==> src/rtl/spi_cmd_seq.sv <==
// Command FIFO plus sequencer that drives a strobe-based SPI master and returns read responses.
// Optional WAIT_RX timeout is enabled by defining SPI_CMD_SEQ_TIMEOUT_EN.
module spi_cmd_seq #(
   parameter int DATA_SIZE      = 16,
   parameter int FIFO_DEPTH     = 4,
   parameter int TIMEOUT_CYCLES = 1023
) (
   input  logic                          i_sys_clk,
   input  logic                          i_sys_rst,
   input  logic                          i_cmd_valid,
   output logic                          o_cmd_ready,
   input  logic [DATA_SIZE-1:0]          i_cmd_data,
   input  logic [1:0]                    i_cmd_addr,
   input  logic                          i_cmd_rd,
   output logic                          o_rsp_valid,
   input  logic                          i_rsp_ready,
   output logic [DATA_SIZE-1:0]          o_rsp_data,
   output logic                          o_rsp_timeout,
   output logic                          o_busy,
   output logic                          o_err,
   output logic [$clog2(FIFO_DEPTH):0]   o_fifo_level,
   output logic                          o_spi_csn,
   output logic                          o_spi_wr,
   output logic                          o_spi_rd,
   output logic [DATA_SIZE-1:0]          o_spi_data,
   output logic [1:0]                    o_spi_slave_addr,
   output logic                          o_spi_start,
   input  logic                          i_spi_tx_ready,
   input  logic                          i_spi_rx_ready,
   input  logic                          i_spi_tx_error,
   input  logic                          i_spi_rx_error,
   input  logic [DATA_SIZE-1:0]          i_spi_rx_data
);

   localparam int AW = $clog2(FIFO_DEPTH);
   localparam int LW = AW + 1;
   localparam int EW = DATA_SIZE + 3;
   localparam int TW = $clog2(TIMEOUT_CYCLES + 1);

`ifdef SPI_CMD_SEQ_TIMEOUT_EN
   localparam bit TMO_EN = 1'b1;
`else
   localparam bit TMO_EN = 1'b0;
`endif

   localparam logic [2:0] S_IDLE    = 3'd0;
   localparam logic [2:0] S_LOAD    = 3'd1;
   localparam logic [2:0] S_START   = 3'd2;
   localparam logic [2:0] S_WAIT_RX = 3'd3;
   localparam logic [2:0] S_READ    = 3'd4;
   localparam logic [2:0] S_CAPTURE = 3'd5;
   localparam logic [2:0] S_RSP     = 3'd6;

   logic [2:0]           state, state_nxt;
   logic [EW-1:0]        fifo_mem [FIFO_DEPTH];
   logic [AW-1:0]        wr_ptr, rd_ptr;
   logic [LW-1:0]        level;
   logic                 full, empty, push, pop;
   logic [DATA_SIZE-1:0] cmd_data, rsp_data;
   logic [1:0]           cmd_addr;
   logic                 cmd_rd, rsp_timeout, err, tmo_hit;
   logic [TW-1:0]        tmo_cnt;
   logic                 tx_ready_unused;

   // The master's tx_ready is not needed: the sequence is paced by rx_ready alone.
   assign tx_ready_unused = i_spi_tx_ready;

   assign full  = (level == LW'(FIFO_DEPTH));
   assign empty = (level == '0);
   assign push  = i_cmd_valid && !full;
   assign pop   = (state == S_IDLE) && !empty;

   // NOTE: storage array carries no reset; validity is tracked solely by the pointers and level.
   always_ff @(posedge i_sys_clk) begin
      if (push) fifo_mem[wr_ptr] <= {i_cmd_data, i_cmd_addr, i_cmd_rd};
   end

   // NOTE: sequential state uses non-blocking assignments so every register samples pre-edge values.
   always_ff @(posedge i_sys_clk) begin
      if (i_sys_rst) begin
         wr_ptr <= '0;
         rd_ptr <= '0;
         level  <= '0;
      end else begin
         if (push) wr_ptr <= wr_ptr + 1'b1;
         if (pop)  rd_ptr <= rd_ptr + 1'b1;
         case ({push, pop})
            2'b10:   level <= level + 1'b1;
            2'b01:   level <= level - 1'b1;
            default: level <= level;
         endcase
      end
   end

   // NOTE: default assignments first so no path through the case leaves a latch behind.
   always_comb begin
      state_nxt = state;
      tmo_hit   = 1'b0;
      case (state)
         S_IDLE:    if (!empty) state_nxt = S_LOAD;
         S_LOAD:    state_nxt = S_START;
         S_START:   state_nxt = S_WAIT_RX;
         S_WAIT_RX: begin
            if (i_spi_rx_ready) begin
               state_nxt = S_READ;
            end else if (TMO_EN && (tmo_cnt == TW'(TIMEOUT_CYCLES - 1))) begin
               tmo_hit   = 1'b1;
               state_nxt = cmd_rd ? S_RSP : S_IDLE;
            end
         end
         S_READ:    state_nxt = S_CAPTURE;
         S_CAPTURE: state_nxt = cmd_rd ? S_RSP : S_IDLE;
         S_RSP:     if (i_rsp_ready) state_nxt = S_IDLE;
         default:   state_nxt = S_IDLE;
      endcase
   end

   always_ff @(posedge i_sys_clk) begin
      if (i_sys_rst) begin
         state       <= S_IDLE;
         cmd_data    <= '0;
         cmd_addr    <= '0;
         cmd_rd      <= 1'b0;
         rsp_data    <= '0;
         rsp_timeout <= 1'b0;
         err         <= 1'b0;
         tmo_cnt     <= '0;
      end else begin
         state <= state_nxt;
         if (pop) begin
            {cmd_data, cmd_addr, cmd_rd} <= fifo_mem[rd_ptr];
            rsp_timeout                  <= 1'b0;
         end
         if (state == S_START)        tmo_cnt <= '0;
         else if (state == S_WAIT_RX) tmo_cnt <= tmo_cnt + 1'b1;
         // Master returns read data one cycle after the READ strobe.
         if (state == S_CAPTURE) begin
            rsp_data    <= i_spi_rx_data;
            rsp_timeout <= 1'b0;
         end else if (tmo_hit && cmd_rd) begin
            rsp_data    <= '0;
            rsp_timeout <= 1'b1;
         end
         if ((state != S_IDLE) && (i_spi_tx_error || i_spi_rx_error)) err <= 1'b1;
      end
   end

   assign o_cmd_ready      = !full;
   assign o_fifo_level     = level;
   assign o_busy           = (state != S_IDLE) || !empty;
   assign o_err            = err;
   assign o_rsp_valid      = (state == S_RSP);
   assign o_rsp_data       = rsp_data;
   assign o_rsp_timeout    = TMO_EN ? rsp_timeout : 1'b0;
   assign o_spi_csn        = !((state == S_LOAD) || (state == S_READ));
   assign o_spi_wr         = (state == S_LOAD);
   assign o_spi_rd         = (state == S_READ);
   assign o_spi_start      = (state == S_START) || (state == S_WAIT_RX);
   assign o_spi_data       = cmd_data;
   assign o_spi_slave_addr = cmd_addr;

endmodule

==> config.mk <==
export PLATFORM = sky130hd
export DESIGN_NAME = spi_cmd_seq
export DESIGN_NICKNAME = d
export VERILOG_FILES = /design/src/rtl/spi_cmd_seq.sv
export SDC_FILE = /design/constraint.sdc
export NUM_CORES = 1
export LEC_CHECK = 0
export ABC_AREA = 1
export BUFFER_PORTS_ARGS = -buffer_cell sky130_fd_sc_hd__buf_4
export CAP_MARGIN = 0
export CORE_MARGIN = 4
export CORE_UTILIZATION = 55
export DETAILED_ROUTE_END_ITERATION = 16
export GPL_TIMING_DRIVEN = 1
export HOLD_SLACK_MARGIN = 0.05
export PLACE_DENSITY = 0.86
export REMOVE_ABC_BUFFERS = 1
export SLEW_MARGIN = 20
export SYNTH_ARGS = -nofsm -noshare
export SYNTH_HDL_FRONTEND = slang
export SYNTH_SLANG_ARGS = --single-unit
export TNS_END_PERCENT = 50
==> constraint.sdc <==
create_clock -name i_sys_clk -period 2.15 [get_ports i_sys_clk]
set_clock_uncertainty 0.05 [all_clocks]
set_input_delay 0.43 -clock i_sys_clk [delete_from_list [all_inputs] [get_ports i_sys_clk]]
set_output_delay 0.43 -clock i_sys_clk [all_outputs]
set_load 0.03 [all_outputs]
==> results of run 1 <==
final cells by class:
cell class,count,area (µm²),share of cell area
clock buffers,17,414,0.0657
clock inverters,15,224,0.0356
inverters,25,96.3,0.0153
multi-input cells,307,1410,0.224
flip-flops and latches,122,3200,0.509
well taps,108,135,0.0214
repair buffers,107,816,0.129
state kept, by name, indices dropped and copies added, names as in the netlist, 2 cells and up:
signal	cells
o_spi_slave_addr	2
wr_ptr	2
o_rsp_data	16
fifo_mem	76
o_fifo_level	3
rd_ptr	2
state	3
o_spi_data	16
metal layers:
layer  share of wire  vias to the layer above  global-route usage
li1                -                     1792                   -
met5               0                        -                   0
met3           0.075                       25              0.0457
met1            0.39                     1733               0.263
met2            0.51                      167               0.394
met4           0.021                        0              0.0918
logic make-up (layout without fill, tap and decap cells):
logic type | count (synthesis) | count (layout) | synth area share
adders and majority gates | 6 | 6 | 0.0170
and+or+nand+nor | 211 | 211 | 0.175
buffers and inverters | 49 | 164 | 0.0513
DFF | 122 | 122 | 0.660
other | 1 | 1 | 0.000773
xor gates and xnor gates | 1 | 1 | 0.00181
AOI/OAI and AO/OA | 88 | 88 | 0.0939
final timing paths:
check	start	endpoint	slack, ps
hold / removal	i_cmd_data[8]	fifo_mem[0][11]	70
setup / recovery	state[1]	o_busy	120
hold reg to reg	o_err	o_err	410
setup reg to reg	state[1]	o_fifo_level[2]	160
synth_stat cells:
cell type / instances
nor2_1: 162
edfxtp_1: 76
o21ai_0: 57
dfxtp_1: 46
nand2_1: 31
inv_1: 20
o21ai_1: 20
nand3_1: 10
buf_2: 8
a21oi_1: 7
clkbuf_1: 7
buf_6: 6
ha_1: 5
inv_2: 3
o21ai_2: 3
buf_4: 2
nand2_2: 2
a21oi_2: 1
buf_1: 1
clkinv_1: 1
conb_1: 1
fa_1: 1
inv_4: 1
nand2_4: 1
nand3_2: 1
nand3_4: 1
nand4_1: 1
nor2_2: 1
nor2_4: 1
xor2_1: 1
report_power, final:
| group | total (mW) | internal, mW | switching (mW) |
|---|---|---|---|
| logic | 3.02 | 0.985 | 2.04 |
| clock network | 3.03 | 2.00 | 1.03 |
| registers | 3.09 | 2.89 | 0.196 |
| total | 9.13 | 5.88 | 3.26 |
per-stage QoR:
| step | power (mW) | utilization |
|---|---|---|
| 4_1_cts | 9.19 | 0.729 |
| 3_3_place_gp | 5.96 | 0.650 |
| 6_report | 9.13 | 0.729 |
| 3_5_place_dp | 6.10 | 0.650 |
| 5_1_grt | 9.63 | 0.729 |
| 2_1_floorplan | 5.04 | - |
worst register-to-register path, stage by stage (launching register included):
cell and delay, ps:
dfxtp_1 370, inv_2 130, nand2_2 80, nor2_4 110, nand2_4 70, inv_4 60, ha_1 160, inv_1 70
fa_1 400, nand2_1 90, nand3_1 80, o21ai_0 160, a21oi_1 60
timing repair:
action	CTS	global route
hold buffers	5	0
resized for setup	0	1
hold endpoints to repair	14	0
setup endpoints to repair	0	1
==> impl_metrics.tcl, run 1 <==
set metrics [dict create \
    num_vias 3717 \
    outcome "finished, final reports clean" \
    synth_area_leaders "edfxtp_1 (47%), dfxtp_1 (19%), nor2_1 (13%), o21ai_0 (5.9%), nand2_1 (2.4%)" \
    final-hold-violation-count 0 \
    max_freq_mhz 493 \
    io_buffer_count 86 \
    initial_core_util 0.562 \
    synth_seq_area_share 0.660 \
    cp-start-kind "register" \
    ff2ff_path_depth 12 \
    ir_worst_vdd_mv 0.784 \
    final_nets 629 \
    cp.arrival_ps 1550 \
    whs_path_depth 1 \
    cts_sinks 122 \
    antenna_found_initial 0 \
    h-tree-depth 4 \
    stdcell_area_mm2 0.00630 \
    crit_buf_inv 2 \
    syn_area_per_cell_um2 10.2 \
    fillers 583 \
    stdcell_count 701 \
    worst_pin_slew_ps 1040 \
    final-max-slew-violation-count 0 \
    cts.path.max_buffers 2 \
    criticalPathCategory "register to output pin" \
    yosysUniqueCellTypes 30 \
    drive_gt1_frac 0.258 \
    netlist_area_mm2 0.00485 \
    finalCriticalPeriod_ps 2030 \
    die_h_um 102 \
    clk_latency_ps 510 \
    post_cts_buffers 0 \
    dr.pass1.iters 6 \
    worst_hold_slack_ps 65.2 \
    max_stage_delay_ps 440 \
    grt_pass1_vias 3665 \
    clk_pin_slew_ps 60 \
    power.density_mw_per_mm2 1450 \
    synth_top_cell_area_share 0.470 \
    gp_congestion 0.765 \
    cts_tree "built" \
    slowest_stage "dfxtp_1" \
    path_depth 5 \
    cts_root_buf "clkbuf_8" \
    viasPerCell 5.30 \
    core_area_mm2 0.00864 \
    layout_common_cells "nor2_1 (158), buf_4 (102), edfxtp_1 (76), o21ai_0 (57), dfxtp_1 (45)" \
    ys_warn_count 0 \
    grt_first_pass_wirelength_um 17600 \
    min_period_over_period 0.944 \
    drc 0 \
    die_x_um 102 \
    num_io_pins 89 \
    dp.cells 664 \
    rsz0062_at_grt "no" \
    grt_use_total 0.222 \
    rows 34 \
    wl_per_cell_um 15.9 \
    slew_headroom 0.309 \
    ys_ff_latch 122 \
    syn_to_final_growth_pct 29.8 \
    place_area_mm2 0.00561 \
    syn_inst 478 \
    tns_ps 0 \
    wl_um 11100 \
    crit_chain "inv_2, nand2_2, nor2_4, nand2_1, buf_4" \
    die-area_mm2 0.0104 \
    dp_hpwl_um 6850 \
    cts_buffers 17 \
    setup_ws_ps 120 \
    overflow 0 \
    path_delay_family "flip-flops" \
    maxCapViolations 0 \
    yosysTopAreaCell "edfxtp_1" \
    p_leak_nw 2.62 \
    crit_path_end_kind "output pin" \
    path_max_fanout 7 \
    required_ps 1670 \
    antenna_cells 0 \
    drtIter0Drc 233 \
    hp-class "primary input to register" \
    final_common_cell "nor2_1" \
    drtAntennaViolNets 0 \
    grt_max_degree 41 \
    post-place-ws_ps 182 \
    setup_violations 0 \
]
Note: power is estimated with default switching activity, not from simulation.
==> inputs of run 2 (changes only) <==
Settings changed: CORE_ASPECT_RATIO set to 2.
==> run 2 against run 1 <==
Effect of this change:
- critical path depth increased by 7
- count of clock-buffer cells in the layout increased by 1
- hold slack improved by 76 ps
- setup slack got worse by 96 ps
- critical endpoint is now o_fifo_level[2]
- sequential share of layout area increased by 0.73 points
- largest power group unchanged
==> impl_metrics.tcl, run 2 (synthesis results as in run 1) <==
set metrics [dict create \
    worst_pin_slew_ps 1030 \
    num_vias 3653 \
    cts_tree "built" \
    fillers 580 \
    io_buffer_count 86 \
    power.density_mw_per_mm2 1460 \
    dp_hpwl_um 6760 \
    slew_headroom 0.311 \
    grt_max_degree 41 \
    gp_congestion 0.838 \
    drive_gt1_frac 0.245 \
    max_freq_mhz 470 \
    tns_ps 0 \
    antenna_cells 0 \
    cp.arrival_ps 2370 \
    h-tree-depth 4 \
    drc 0 \
    die-area_mm2 0.0105 \
    maxCapViolations 0 \
    final_common_cell "nor2_1" \
    criticalPathCategory "register to register" \
    required_ps 2390 \
    whs_path_depth 2 \
    wl_um 10400 \
    drtAntennaViolNets 0 \
    p_leak_nw 2.58 \
    crit_path_end_kind "register" \
    grt_use_total 0.210 \
    cp-start-kind "register" \
    hp-class "primary input to register" \
    overflow 0 \
    rsz0062_at_grt "no" \
    clk_latency_ps 420 \
    largest_register_ffs 76 \
    finalCriticalPeriod_ps 2130 \
    min_period_over_period 0.989 \
    syn_to_final_growth_pct 28.0 \
    die_h_um 141 \
    cts_buffers 17 \
    cts_sinks 122 \
    final-max-slew-violation-count 0 \
    final-hold-violation-count 0 \
    path_max_fanout 7 \
    grt_pass1_vias 3610 \
    rows 48 \
    grt_first_pass_wirelength_um 16300 \
    stdcell_count 684 \
    dp.cells 652 \
    drtIter0Drc 201 \
    outcome "finished, final reports clean" \
    core_area_mm2 0.00865 \
    wl_per_cell_um 15.2 \
    num_io_pins 89 \
    ff2ff_path_depth 12 \
    setup_violations 0 \
    viasPerCell 5.34 \
    clk_pin_slew_ps 50 \
    final_nets 620 \
    stdcell_area_mm2 0.00621 \
    antenna_found_initial 0 \
    regMostFlops "fifo_mem" \
    dr.pass1.iters 4 \
    die_x_um 74.4 \
    cts.path.max_buffers 2 \
    place_area_mm2 0.00557 \
    ir_worst_vdd_mv 0.784 \
    cts_root_buf "clkbuf_16" \
    layout_common_cells "nor2_1 (162), buf_4 (97), edfxtp_1 (76), o21ai_0 (56), dfxtp_1 (46)" \
    initial_core_util 0.561 \
]
==> run 2: cell count changes in the layout (fill, tap and decap cells not counted), moves of 2 or more <==
cell and delta:
nor2_2 -4, nor2_1 +4, dlygate4sd3_1 -5, clkinv_2 +2, clkinv_4 -3, buf_4 -5
==> run 2: layout make-up <==
class,instances,area [µm²],area share
inverters,25,96.3,0.0155
clock inverters,14,203,0.0326
well taps,100,125,0.0202
flip-flops and latches,122,3200,0.516
clock buffers,18,429,0.0691
repair buffers,98,748,0.121
multi-input cells,307,1400,0.226
==> run 2: repair_timing <==
action                     in CTS  in global routing
hold endpoints to repair        0                  0
gates resized for setup         1                  1
buffers inserted                0                  0
hold buffers                    0                  0
setup endpoints to repair       1                  1
==> run 2: per-stage QoR <==
step            util  power [mW]  setup slack [ps]  hold slack, ps
6_report       0.718        9.04              23.9             141
5_1_grt        0.718        9.55              22.9             140
4_1_cts        0.717        9.10              29.7             134
3_5_place_dp   0.644        6.10              38.9             400
3_3_place_gp   0.644        5.96               301             386
2_1_floorplan      -        5.04              -356             415
==> run 2: final timing paths <==
path | startpoint | end | slack, ps
hold reg to reg | o_err | o_err | 400
setup reg to reg | state[1] | o_fifo_level[2] | 20
setup / recovery | state[1] | o_fifo_level[2] | 20
hold / removal | i_sys_rst | rd_ptr[1] | 140
==> run 2: worst max-delay path: stages (launching register included) <==
cell,delay [ps]
dfxtp_1,360
inv_2,130
nand2_2,80
nor2_4,110
nand2_4,70
inv_4,50
ha_1,150
inv_1,70
fa_1,380
nand2_1,100
nand3_1,160
o21ai_2,200
a21oi_1,80
==> run 2: power breakdown <==
group          switching (mW)  leakage (nW)  total [mW]  internal [mW]
clock network           0.946         0.297        2.98           2.03
logic                    2.01          1.21        2.98          0.966
registers               0.192          1.07        3.08           2.89
==> run 2: routing by layer <==
layer,wire [µm],up-vias,GRT usage
met4,341,0,0.111
met1,3330,1718,0.191
li1,-,1774,-
met2,6060,126,0.386
met3,690,35,0.0685
met5,0,-,0
